### src/rtl/ttpu_pkg.sv
// ---------------------------------------------------------------------------
// ttpu_pkg
// Shared definitions for the TTPU convolution MAC datapath.
//   mac_state_t        : window controller states (IDLE / ACCUM / DONE)
//   DEFAULT_ACC_WIDTH  : default accumulator / result width
//   TAP_CNT_W()        : tap counter width, sized to hold IMAGE_WIDTH^2 taps
// ---------------------------------------------------------------------------
package ttpu_pkg;

    typedef enum logic [1:0] {
        IDLE  = 2'd0,
        ACCUM = 2'd1,
        DONE  = 2'd2
    } mac_state_t;

    localparam int DEFAULT_ACC_WIDTH = 40;

    // The counter must represent a full IMAGE_WIDTH x IMAGE_WIDTH window.
    function automatic int TAP_CNT_W(input int image_width);
        return $clog2(image_width * image_width + 1);
    endfunction

endpackage

### src/rtl/conv_window_mac_if.sv
// ---------------------------------------------------------------------------
// conv_window_mac_if
// Operand stream + result handshake bundle for conv_window_mac.
//   start, kernel_dim       : open a window of kernel_dim x kernel_dim taps
//   in_valid, pixel_in,
//   weight_in               : one operand pair per lane, packed lane-major
//   busy                    : MAC is in ACCUM or DONE
//   out_valid, out_ready,
//   result                  : per-lane accumulated sums, packed lane-major
// Modports: master = controller/consumer side, slave = the MAC.
// ---------------------------------------------------------------------------
interface conv_window_mac_if #(
    parameter int DATA_WIDTH  = 16,
    parameter int IMAGE_WIDTH = 8,
    parameter int NUM_UNITS   = 2,
    parameter int ACC_WIDTH   = ttpu_pkg::DEFAULT_ACC_WIDTH
);
    localparam int KD_W = $clog2(IMAGE_WIDTH);

    logic                            start;
    logic [KD_W-1:0]                 kernel_dim;
    logic                            in_valid;
    logic [NUM_UNITS*DATA_WIDTH-1:0] pixel_in;
    logic [NUM_UNITS*DATA_WIDTH-1:0] weight_in;
    logic                            busy;
    logic                            out_valid;
    logic                            out_ready;
    logic [NUM_UNITS*ACC_WIDTH-1:0]  result;

    modport master (
        output start, kernel_dim, in_valid, pixel_in, weight_in, out_ready,
        input  busy, out_valid, result
    );

    modport slave (
        input  start, kernel_dim, in_valid, pixel_in, weight_in, out_ready,
        output busy, out_valid, result
    );

endinterface

### src/rtl/mac_lane.sv
// ---------------------------------------------------------------------------
// mac_lane
// One signed multiplier feeding a wrapping accumulator, plus a result
// register that captures the final sum of a window.
//   clk, reset : clock, asynchronous active-low reset
//   clear      : zero the accumulator (start of window)
//   acc_en     : add pixel*weight into the accumulator
//   capture    : load result with the sum including this cycle's product;
//                with clear also high, result is loaded with zero (empty window)
//   pixel,
//   weight     : signed operands
//   result     : captured window sum
// ---------------------------------------------------------------------------
module mac_lane #(
    parameter int DATA_WIDTH = 16,
    parameter int ACC_WIDTH  = 40
) (
    input  logic                  clk,
    input  logic                  reset,
    input  logic                  clear,
    input  logic                  acc_en,
    input  logic                  capture,
    input  logic [DATA_WIDTH-1:0] pixel,
    input  logic [DATA_WIDTH-1:0] weight,
    output logic [ACC_WIDTH-1:0]  result
);

    logic signed [DATA_WIDTH-1:0]   pixel_s;
    logic signed [DATA_WIDTH-1:0]   weight_s;
    logic signed [2*DATA_WIDTH-1:0] product;
    logic signed [ACC_WIDTH-1:0]    product_ext;
    logic signed [ACC_WIDTH-1:0]    acc_reg;
    logic signed [ACC_WIDTH-1:0]    acc_next;
    logic        [ACC_WIDTH-1:0]    result_reg;

    assign pixel_s     = pixel;
    assign weight_s    = weight;
    assign product     = pixel_s * weight_s;
    // Size cast of a signed value sign-extends the product.
    assign product_ext = ACC_WIDTH'(product);
    // Wraps modulo 2^ACC_WIDTH by construction.
    assign acc_next    = acc_reg + product_ext;

    always_ff @(posedge clk or negedge reset) begin
        if (!reset) begin
            acc_reg    <= '0;
            result_reg <= '0;
        end else begin
            if (clear) begin
                acc_reg <= '0;
            end else if (acc_en) begin
                acc_reg <= acc_next;
            end
            if (capture) begin
                result_reg <= clear ? '0 : acc_next;
            end
        end
    end

    assign result = result_reg;

endmodule

### src/rtl/conv_window_mac.sv
// ---------------------------------------------------------------------------
// conv_window_mac
// Per-lane multiply-accumulate over one kernel_dim x kernel_dim window,
// result presented through a valid/ready handshake.
//   clk   : clock, rising edge
//   reset : asynchronous, active-low
//   en    : global enable; low freezes every register and ignores inputs
//   bus   : conv_window_mac_if.slave (start/kernel_dim, operand stream,
//           busy, out_valid/out_ready/result)
// The FSM, tap counter and handshake live here; the lanes only do
// arithmetic under the shared clear / acc_en / capture strobes.
// ---------------------------------------------------------------------------
module conv_window_mac
    import ttpu_pkg::*;
#(
    parameter int DATA_WIDTH  = 16,
    parameter int IMAGE_WIDTH = 8,
    parameter int NUM_UNITS   = 2,
    parameter int ACC_WIDTH   = DEFAULT_ACC_WIDTH
) (
    input  logic            clk,
    input  logic            reset,
    input  logic            en,
    conv_window_mac_if.slave bus
);

    localparam int TAP_W = TAP_CNT_W(IMAGE_WIDTH);

    localparam logic [1:0] ST_IDLE  = IDLE;
    localparam logic [1:0] ST_ACCUM = ACCUM;
    localparam logic [1:0] ST_DONE  = DONE;

    logic [1:0]       state_reg, state_next;
    logic [TAP_W-1:0] cnt_reg, cnt_next;
    logic [TAP_W-1:0] taps_reg, taps_next;
    logic             out_valid_reg, out_valid_next;

    logic [TAP_W-1:0] new_taps;
    logic [TAP_W-1:0] cnt_plus;
    logic             handshake;
    logic             start_fire;
    logic             pair_fire;
    logic             last_pair;
    logic             empty_window;

    assign new_taps  = TAP_W'(bus.kernel_dim) * TAP_W'(bus.kernel_dim);
    assign cnt_plus  = cnt_reg + 1'b1;

    // Every strobe is qualified by en so a disabled cycle changes nothing.
    assign handshake    = en && (state_reg == ST_DONE) && out_valid_reg && bus.out_ready;
    assign start_fire   = bus.start && ((en && (state_reg == ST_IDLE)) || handshake);
    assign pair_fire    = en && (state_reg == ST_ACCUM) && bus.in_valid;
    assign last_pair    = pair_fire && (cnt_plus == taps_reg);
    assign empty_window = start_fire && (new_taps == '0);

    always_comb begin
        state_next     = state_reg;
        cnt_next       = cnt_reg;
        taps_next      = taps_reg;
        out_valid_next = out_valid_reg;
        if (start_fire) begin
            cnt_next  = '0;
            taps_next = new_taps;
            if (new_taps == '0) begin
                state_next     = ST_DONE;
                out_valid_next = 1'b1;
            end else begin
                state_next     = ST_ACCUM;
                out_valid_next = 1'b0;
            end
        end else if (pair_fire) begin
            cnt_next = cnt_plus;
            if (last_pair) begin
                state_next     = ST_DONE;
                out_valid_next = 1'b1;
            end
        end else if (handshake) begin
            state_next     = ST_IDLE;
            out_valid_next = 1'b0;
        end
    end

    always_ff @(posedge clk or negedge reset) begin
        if (!reset) begin
            state_reg     <= ST_IDLE;
            cnt_reg       <= '0;
            taps_reg      <= '0;
            out_valid_reg <= 1'b0;
        end else begin
            state_reg     <= state_next;
            cnt_reg       <= cnt_next;
            taps_reg      <= taps_next;
            out_valid_reg <= out_valid_next;
        end
    end

    genvar gi;
    generate
        for (gi = 0; gi < NUM_UNITS; gi++) begin : g_lane
            mac_lane #(
                .DATA_WIDTH (DATA_WIDTH),
                .ACC_WIDTH  (ACC_WIDTH)
            ) u_lane (
                .clk     (clk),
                .reset   (reset),
                .clear   (start_fire),
                .acc_en  (pair_fire),
                .capture (last_pair || empty_window),
                .pixel   (bus.pixel_in[gi*DATA_WIDTH +: DATA_WIDTH]),
                .weight  (bus.weight_in[gi*DATA_WIDTH +: DATA_WIDTH]),
                .result  (bus.result[gi*ACC_WIDTH +: ACC_WIDTH])
            );
        end
    endgenerate

    assign bus.busy      = (state_reg != ST_IDLE);
    assign bus.out_valid = out_valid_reg;

endmodule

### src/flat_wrapper.sv
// flat-port wrapper written by rule: the top's interface ports become plain ports
module conv_window_mac_flat import ttpu_pkg::*;
#(
    parameter int DATA_WIDTH  = 16,
    parameter int IMAGE_WIDTH = 8,
    parameter int NUM_UNITS   = 2,
    parameter int ACC_WIDTH   = DEFAULT_ACC_WIDTH
)
  (clk, reset, en, bus_start, bus_kernel_dim, bus_in_valid, bus_pixel_in, bus_weight_in, bus_out_ready, bus_busy, bus_out_valid, bus_result);
  conv_window_mac_if #(.DATA_WIDTH(DATA_WIDTH), .IMAGE_WIDTH(IMAGE_WIDTH), .NUM_UNITS(NUM_UNITS), .ACC_WIDTH(ACC_WIDTH)) bus_i ();
  input  logic clk;
  input  logic reset;
  input  logic en;
  input wire logic [$bits(bus_i.start)-1:0] bus_start;
  input wire logic [$bits(bus_i.kernel_dim)-1:0] bus_kernel_dim;
  input wire logic [$bits(bus_i.in_valid)-1:0] bus_in_valid;
  input wire logic [$bits(bus_i.pixel_in)-1:0] bus_pixel_in;
  input wire logic [$bits(bus_i.weight_in)-1:0] bus_weight_in;
  input wire logic [$bits(bus_i.out_ready)-1:0] bus_out_ready;
  output wire logic [$bits(bus_i.busy)-1:0] bus_busy;
  output wire logic [$bits(bus_i.out_valid)-1:0] bus_out_valid;
  output wire logic [$bits(bus_i.result)-1:0] bus_result;
  assign bus_i.start = bus_start;
  assign bus_i.kernel_dim = bus_kernel_dim;
  assign bus_i.in_valid = bus_in_valid;
  assign bus_i.pixel_in = bus_pixel_in;
  assign bus_i.weight_in = bus_weight_in;
  assign bus_i.out_ready = bus_out_ready;
  assign bus_busy = bus_i.busy;
  assign bus_out_valid = bus_i.out_valid;
  assign bus_result = bus_i.result;
  conv_window_mac #(.DATA_WIDTH(DATA_WIDTH), .IMAGE_WIDTH(IMAGE_WIDTH), .NUM_UNITS(NUM_UNITS), .ACC_WIDTH(ACC_WIDTH)) u_core (.clk(clk), .reset(reset), .en(en), .bus(bus_i));
endmodule
### config.mk
export PLATFORM = sky130hd
export DESIGN_NAME = conv_window_mac_flat
export DESIGN_NICKNAME = d
export VERILOG_FILES = /design/src/rtl/ttpu_pkg.sv /design/src/rtl/conv_window_mac_if.sv /design/src/rtl/mac_lane.sv /design/src/rtl/conv_window_mac.sv /design/src/flat_wrapper.sv
export SDC_FILE = /design/constraint.sdc
export NUM_CORES = 2
export LEC_CHECK = 0
export ABC_CLOCK_PERIOD_IN_PS = 6170
export CAP_MARGIN = 20
export CORE_ASPECT_RATIO = 1.2
export CORE_UTILIZATION = 25
export DETAILED_ROUTE_END_ITERATION = 6
export PLACE_DENSITY = 0.41
export SLEW_MARGIN = 20
export SYNTH_ARGS = -nofsm -noshare
export SYNTH_HDL_FRONTEND = slang
export SYNTH_HIERARCHICAL = 1
export SYNTH_SLANG_ARGS = --single-unit
### constraint.sdc
create_clock -name clk -period 6.17 [get_ports clk]
set_input_delay 1.234 -clock clk [delete_from_list [all_inputs] [get_ports clk]]
set_output_delay 1.234 -clock clk [all_outputs]
set_load 0.05 [all_outputs]
After elaboration in Yosys (flattened, before gate mapping). Cells that the tools add are included.

Bits in registers: 176. Input bits: 73. Output and inout port bits: 82. Word-level logic and storage cells: 53.

Add/sub/neg operators: 3. Multipliers: 3. Equal/unequal tests: 4. Multiplexer cells: 18. Reduce and logical (&&, ||, !) cells: 17.

Operator list (number): $mux 40 (6); $add 40x32->40 (2); $mul 16x16->32 (2); $mux 7 (2); $mux 2 (5); $logic_and 1x1->1 (9); $add 7x1->7 const B (1); $eq 7x6->1 (1); $logic_not 7->1 (1); $mul 3x3->6 (1); $mux 1 (5); $reduce_bool 2->1 (2); $ne 3x3->1 const B (1); $reduce_bool 3->1 (1); $eq 2x1->1 const B (1); $eq 2x2->1 const B (1); $logic_not 2->1 (1); $logic_or 1x1->1 (2); $reduce_and 2->1 (1).

Longest topological paths before layout.
Depth in word-level cells: 8. Depth in mapped cells: 26.

Hierarchy. The synthesis kept the hierarchy.

By module, submodules not included: mac_lane at u_core.g_lane[0].u_lane (times used 1, cells each 1676, area an instance 15935.3 um^2); mac_lane at u_core.g_lane[1].u_lane (times used 1, cells each 1646, area an instance 15499.9 um^2); conv_window_mac (times used 1, cells each 96, area an instance 853.3 um^2).

Worst setup path before layout. OpenSTA, ideal clock, no wires.

Path type: input to register. Start: input port bus_pixel_in[15]. End: register u_core.g_lane[0].u_lane.acc_reg[35]. Library setup time: 0.121 ns. Data arrival time: 7.152 ns. Required time: 6.049 ns. Path slack: -1.103 ns. Stages on the path: 22. Path buffers: 1. Cell sequence: clkbuf_1 -> nand2_1 -> inv_1 -> fa_1 -> fa_1 -> inv_1 -> fa_1 -> fa_1 -> inv_1 -> fa_1 -> inv_1 -> fa_1 -> inv_1 -> ha_1 -> and2_4 -> or2_1 -> a21o_1 -> a21o_1 -> a22oi_4 -> a21oi_1 -> or3b_1 -> a22o_1.

Word-level cells in the longest chain between the ends: 4.

Ends and longest elaborated chain: from (decl) (line flat_wrapper.sv:17) `input wire logic [$bits(bus_i.pixel_in)-1:0] bus_pixel_in;`; $mul 16x16->32 (line mac_lane.sv:38) `assign product = pixel_s * weight_s;`; $add 40x32->40 (line mac_lane.sv:42) `assign acc_next = acc_reg + product_ext;`; $mux 40 (line mac_lane.sv:51) `end else if (acc_en) begin`; $mux 40 (line mac_lane.sv:49) `if (clear) begin`; to (signal assigned) (line mac_lane.sv:52) `acc_reg <= acc_next;`; to (decl) (line mac_lane.sv:32) `logic signed [ACC_WIDTH-1:0] acc_reg;`.

No other way between the ends. The select of a mux whose other input is x is not followed. A chain may end at the register's enable or synchronous reset.

Worst setup path after layout.
Start: input port bus_pixel_in[31]. End: register u_core.g_lane[1].u_lane.result_reg[39].

Word-level cells in the longest chain between the ends: 3.

Ends and longest elaborated chain: $mul 16x16->32 (line mac_lane.sv:38); $add 40x32->40 (line mac_lane.sv:42); $mux 40 (line mac_lane.sv:55) `result_reg <= clear ? '0 : acc_next;`; to (signal assigned) (line mac_lane.sv:55); to (decl) (line mac_lane.sv:34) `logic [ACC_WIDTH-1:0] result_reg;`.

No other way between the ends.

==> results.txt <==
The clock sink count came out at roughly 170. The clock buffer count from CTS is 17. The met3 layer wire length in the routed design came out at 1.901 mm. The placed standard-cell area is between 30,000 and 40,000 µm². Yosys attributes the largest share of cell area to sky130_fd_sc_hd__fa_1 41%, sky130_fd_sc_hd__dfrtp_1 13%, sky130_fd_sc_hd__inv_1 9.9%. The width of the die is 330.1 µm. Buffers placed on the I/O ports in this run total ~150. For this block, wires on met1 add up to about 44 mm. The worst stage delay on the critical path came out at ~0.55 ns. The cell area after layout came out at about 45,000 µm². The number of antenna violations at the first check in global routing came to 2. After detailed routing, no signal wire sits above met4.

The pin count of the biggest net entering global routing came out at 90. Yosys mapped a number of flops with a built-in enable equal to 0. The final antenna-violating net count is 0.

The worst path buffer plus inverter count came out at 8. Summing the sequential cell areas from Yosys gives 13.49% of the chip area. The worst pin sits at a relative slew slack of between 30 and 40%. The routed wire length per instance came out at around 18 µm. Detailed placement finished with a half-perimeter wire length of around 83 mm. Routability-driven placement finished with a final weighted congestion of roughly 0.80. For the pin with the worst max-slew slack, the measured transition is around 1 ns.

The number of cell rows came out at between 100 and 150. The number of setup violations in the final report came out at 84. The required time reported for the critical path endpoint is roughly 6.5 ns. For the worst setup path, the data arrival time is roughly 7.1 ns.

The height of the die came out at about 400 µm. TritonCTS built the clock tree. The post-route netlist has between 20% and 30% of its cells at a drive strength greater than 1. The number of nets in the finished design is just over 5,000. The run finished, with violations left. The count of boundary I/O pins is 155.

In the global route stage, overall resource usage came out at between 10% and 20%. The mean post-synth cell area came out at roughly 9.4 µm². The cell type contributing the most total cell area after synthesis is sky130_fd_sc_hd__fa_1. The clock transition at the registers of the reported paths is approximately 0.08 ns. The register bit total from synthesis came out at ~170. Clock tree synthesis selected as its root buffer the cell sky130_fd_sc_hd__clkbuf_16. The via count of the first global-routing pass is around 28,000.

The top fanout value on the critical path is 8. The count of pins over their slew limit was 0. The number of search-and-repair iterations in the first detailed-routing pass came out at 5. The slowest stage of the critical path is the sky130_fd_sc_hd__fa_2 cell. The type of element launching the critical path is a primary input. The worst setup path is captured at a register.

After synthesis, the largest area contributor takes up 40.92% of total cell area. The area of the core is 128,300 µm². The number of hold violations in the final report came out at 0.

The first global-routing pass estimated between 150 and 200 mm of wire. The synthesized instance count came out at around 3,400. For this run, asynchronously set or reset flops after synthesis account for 100.0%. The peak clock frequency supported by timing is 148.7 MHz. Among cell families on the critical path, the largest total delay comes from adder cells. The number of placed instances with taps included came out at 5,583. The post-layout minimum cycle time is between 6 and 7 ns. The die covers 130,600 µm². The checks that failed: setup timing. Counting every net in the synthesized netlist gives between 4,000 and 5,000. The global route total overflow came out at 0. The routed wire length came out at roughly 100 mm. The number of buffers between clock root and the deepest sink came out at 2. The number of fillers in the final layout is roughly 13,000. The maximum level of the CTS H-tree is 4. The DRC violation total after the first TritonRoute iteration came out at approximately 810. The final worst setup slack came out at -0.5541 ns.

The most numerous cell type found on the critical path is sky130_fd_sc_hd__fa_1. For this block, the via count after detailed routing is between 20,000 and 30,000. The worst hold margin is 0.4919 ns.

For this run, the number of standard cells in the final layout without fillers is around 5,800. The most used flip-flop cell after synthesis is sky130_fd_sc_hd__dfrtp_1. Setup repair after global routing could not meet its margin everywhere. The routed length on met2 came out at between 50 and 60 mm. The clock latency reported for the late side of the worst-skew pair came out at slightly above 0.5 ns.

The setup path with the least slack is of type primary input to register. The mean number of vias per cell came out at approximately 4.3. OpenSTA, run right after detailed placement, puts the worst setup slack at -1.681 ns. The initial core utilization came out at 25.17%.

The final worst-path cycle share came out at 109.0%. The synthesis-to-finish area growth is 38.62%. Across the routed clock network, the largest skew measured is 0.02744 ns. The tightest min-delay check is of the register to register type. The number of max-capacitance violations reported came out at 0. The total of warnings raised by yosys came out at 6. In the routed design, unresolved DRC markers number 0.

The count of different cell masters after synthesis came out at 95. The total standard cell area after synthesis came out at 32,290 µm².
through the flow:
step           utilization, %  setup TNS, ns
3_5_place_dp            31.14        -146.46
3_3_place_gp            31.14        -149.37
6_report                34.89         -24.74
4_1_cts                 34.03         -30.37
2_1_floorplan               -         -18.78
5_1_grt                 34.89         -37.82
final cells by class:
cell class | instances | area (µm²) | area share [%]
Multi-Input combinational cell | 2271 | 26520 | 59.24
Timing Repair Buffer | 775 | 7944 | 17.75
Sequential cell | 174 | 4354 | 9.729
Inverter | 849 | 3209 | 7.171
Tap cell | 1679 | 2101 | 4.694
Clock buffer | 17 | 425.4 | 0.9505
Clock inverter | 15 | 205.2 | 0.4585
Antenna cell | 1 | 2.502 | 0.005591
worst paths after layout:
check | startpoint | endpoint | slack [ns] | cells after the start
setup / recovery | bus_pixel_in[31] | u_core/g_lane[1].u_lane/result[39] | -0.55 | 26
hold / removal | u_core/g_lane[0].u_lane/result[9] | u_core/g_lane[0].u_lane/result[9] | 0.49 | 1
setup reg to reg | u_core/g_lane[1].u_lane/acc_reg[15] | u_core/g_lane[1].u_lane/result[38] | 0.65 | 20
hold reg to reg | u_core/g_lane[0].u_lane/result[9] | u_core/g_lane[0].u_lane/result[9] | 0.49 | 1
max in group asynchronous | reset | u_core/g_lane[0].u_lane/acc_reg[33] | 4.22 | 2
min in group asynchronous | reset | u_core/state_reg[1] | 0.73 | 1
cells by family (layout without fill, tap and decap cells):
group,count (synthesis),count (layout),share of synthesized area (%)
other,0,1,0
AOI/OAI and AO/OA,382,382,8.270
buffers and inverters,973,1656,11.61
adders and majority gates,892,892,49.91
DFF,174,174,13.49
xor gates and xnor gates,79,79,2.143
muxes,20,20,0.6355
and+or+nand+nor,898,898,13.95
synth_stat cells, types with 7 or more instances:
cell type,instances
sky130_fd_sc_hd__inv_1,848
sky130_fd_sc_hd__fa_1,660
sky130_fd_sc_hd__nand2_1,385
sky130_fd_sc_hd__ha_1,232
sky130_fd_sc_hd__and2_1,230
sky130_fd_sc_hd__dfrtp_1,174
sky130_fd_sc_hd__clkbuf_1,99
sky130_fd_sc_hd__nor2_1,94
sky130_fd_sc_hd__a21oi_1,71
sky130_fd_sc_hd__o21ai_0,71
sky130_fd_sc_hd__xnor2_1,43
sky130_fd_sc_hd__a21o_1,38
sky130_fd_sc_hd__xor2_1,36
sky130_fd_sc_hd__nand3_1,35
sky130_fd_sc_hd__o2bb2ai_1,30
sky130_fd_sc_hd__o31ai_1,30
sky130_fd_sc_hd__o21a_1,24
sky130_fd_sc_hd__nand2b_1,23
sky130_fd_sc_hd__nand3b_1,22
sky130_fd_sc_hd__nor2b_1,21
sky130_fd_sc_hd__mux2i_1,16
sky130_fd_sc_hd__and3_1,14
sky130_fd_sc_hd__nand4_1,13
sky130_fd_sc_hd__nor3_1,13
sky130_fd_sc_hd__a31oi_1,12
sky130_fd_sc_hd__o21ai_1,12
sky130_fd_sc_hd__o211ai_1,11
sky130_fd_sc_hd__o21bai_1,11
sky130_fd_sc_hd__a211oi_1,8
sky130_fd_sc_hd__buf_2,7
cells in the final DEF, fill, tap and decap left out, types with 22 or more instances in the layout:
cell,n
sky130_fd_sc_hd__o2bb2ai_1,26
sky130_fd_sc_hd__and2_1,182
sky130_fd_sc_hd__nand3b_1,22
sky130_fd_sc_hd__buf_4,437
sky130_fd_sc_hd__a21oi_1,36
sky130_fd_sc_hd__ha_1,186
sky130_fd_sc_hd__nor2_1,75
sky130_fd_sc_hd__xnor2_1,30
sky130_fd_sc_hd__o21ai_0,36
sky130_fd_sc_hd__xor2_1,26
sky130_fd_sc_hd__nand2_1,351
sky130_fd_sc_hd__o21ai_1,31
sky130_fd_sc_hd__buf_12,68
sky130_fd_sc_hd__fa_2,64
sky130_fd_sc_hd__clkdlybuf4s50_1,89
sky130_fd_sc_hd__inv_1,761
sky130_fd_sc_hd__inv_2,80
sky130_fd_sc_hd__nand2_2,24
sky130_fd_sc_hd__dfrtp_1,174
sky130_fd_sc_hd__buf_6,107
sky130_fd_sc_hd__fa_1,596
sky130_fd_sc_hd__ha_4,41
sky130_fd_sc_hd__nand3_1,30
sky130_fd_sc_hd__a21o_1,38
sky130_fd_sc_hd__a21oi_2,26
sky130_fd_sc_hd__and2_4,49
per-layer routing:
metal	GRT usage (%)	vias up
met4	3.785	0
met2	31.24	292
li1	-	11680
met5	0	-
met3	1.336	92
met1	20.36	12990
what timing repair did:
item,4_1_cts,5_1_grt
gates resized for setup,685,242
buffers inserted,117,46
cloned,28,2
hold buffers,0,0
pin swaps,337,243
setup endpoints to repair,119,111
Power is not shown: default switching activity piles up to over one toggle a cycle in this logic, so the estimate is an artifact.
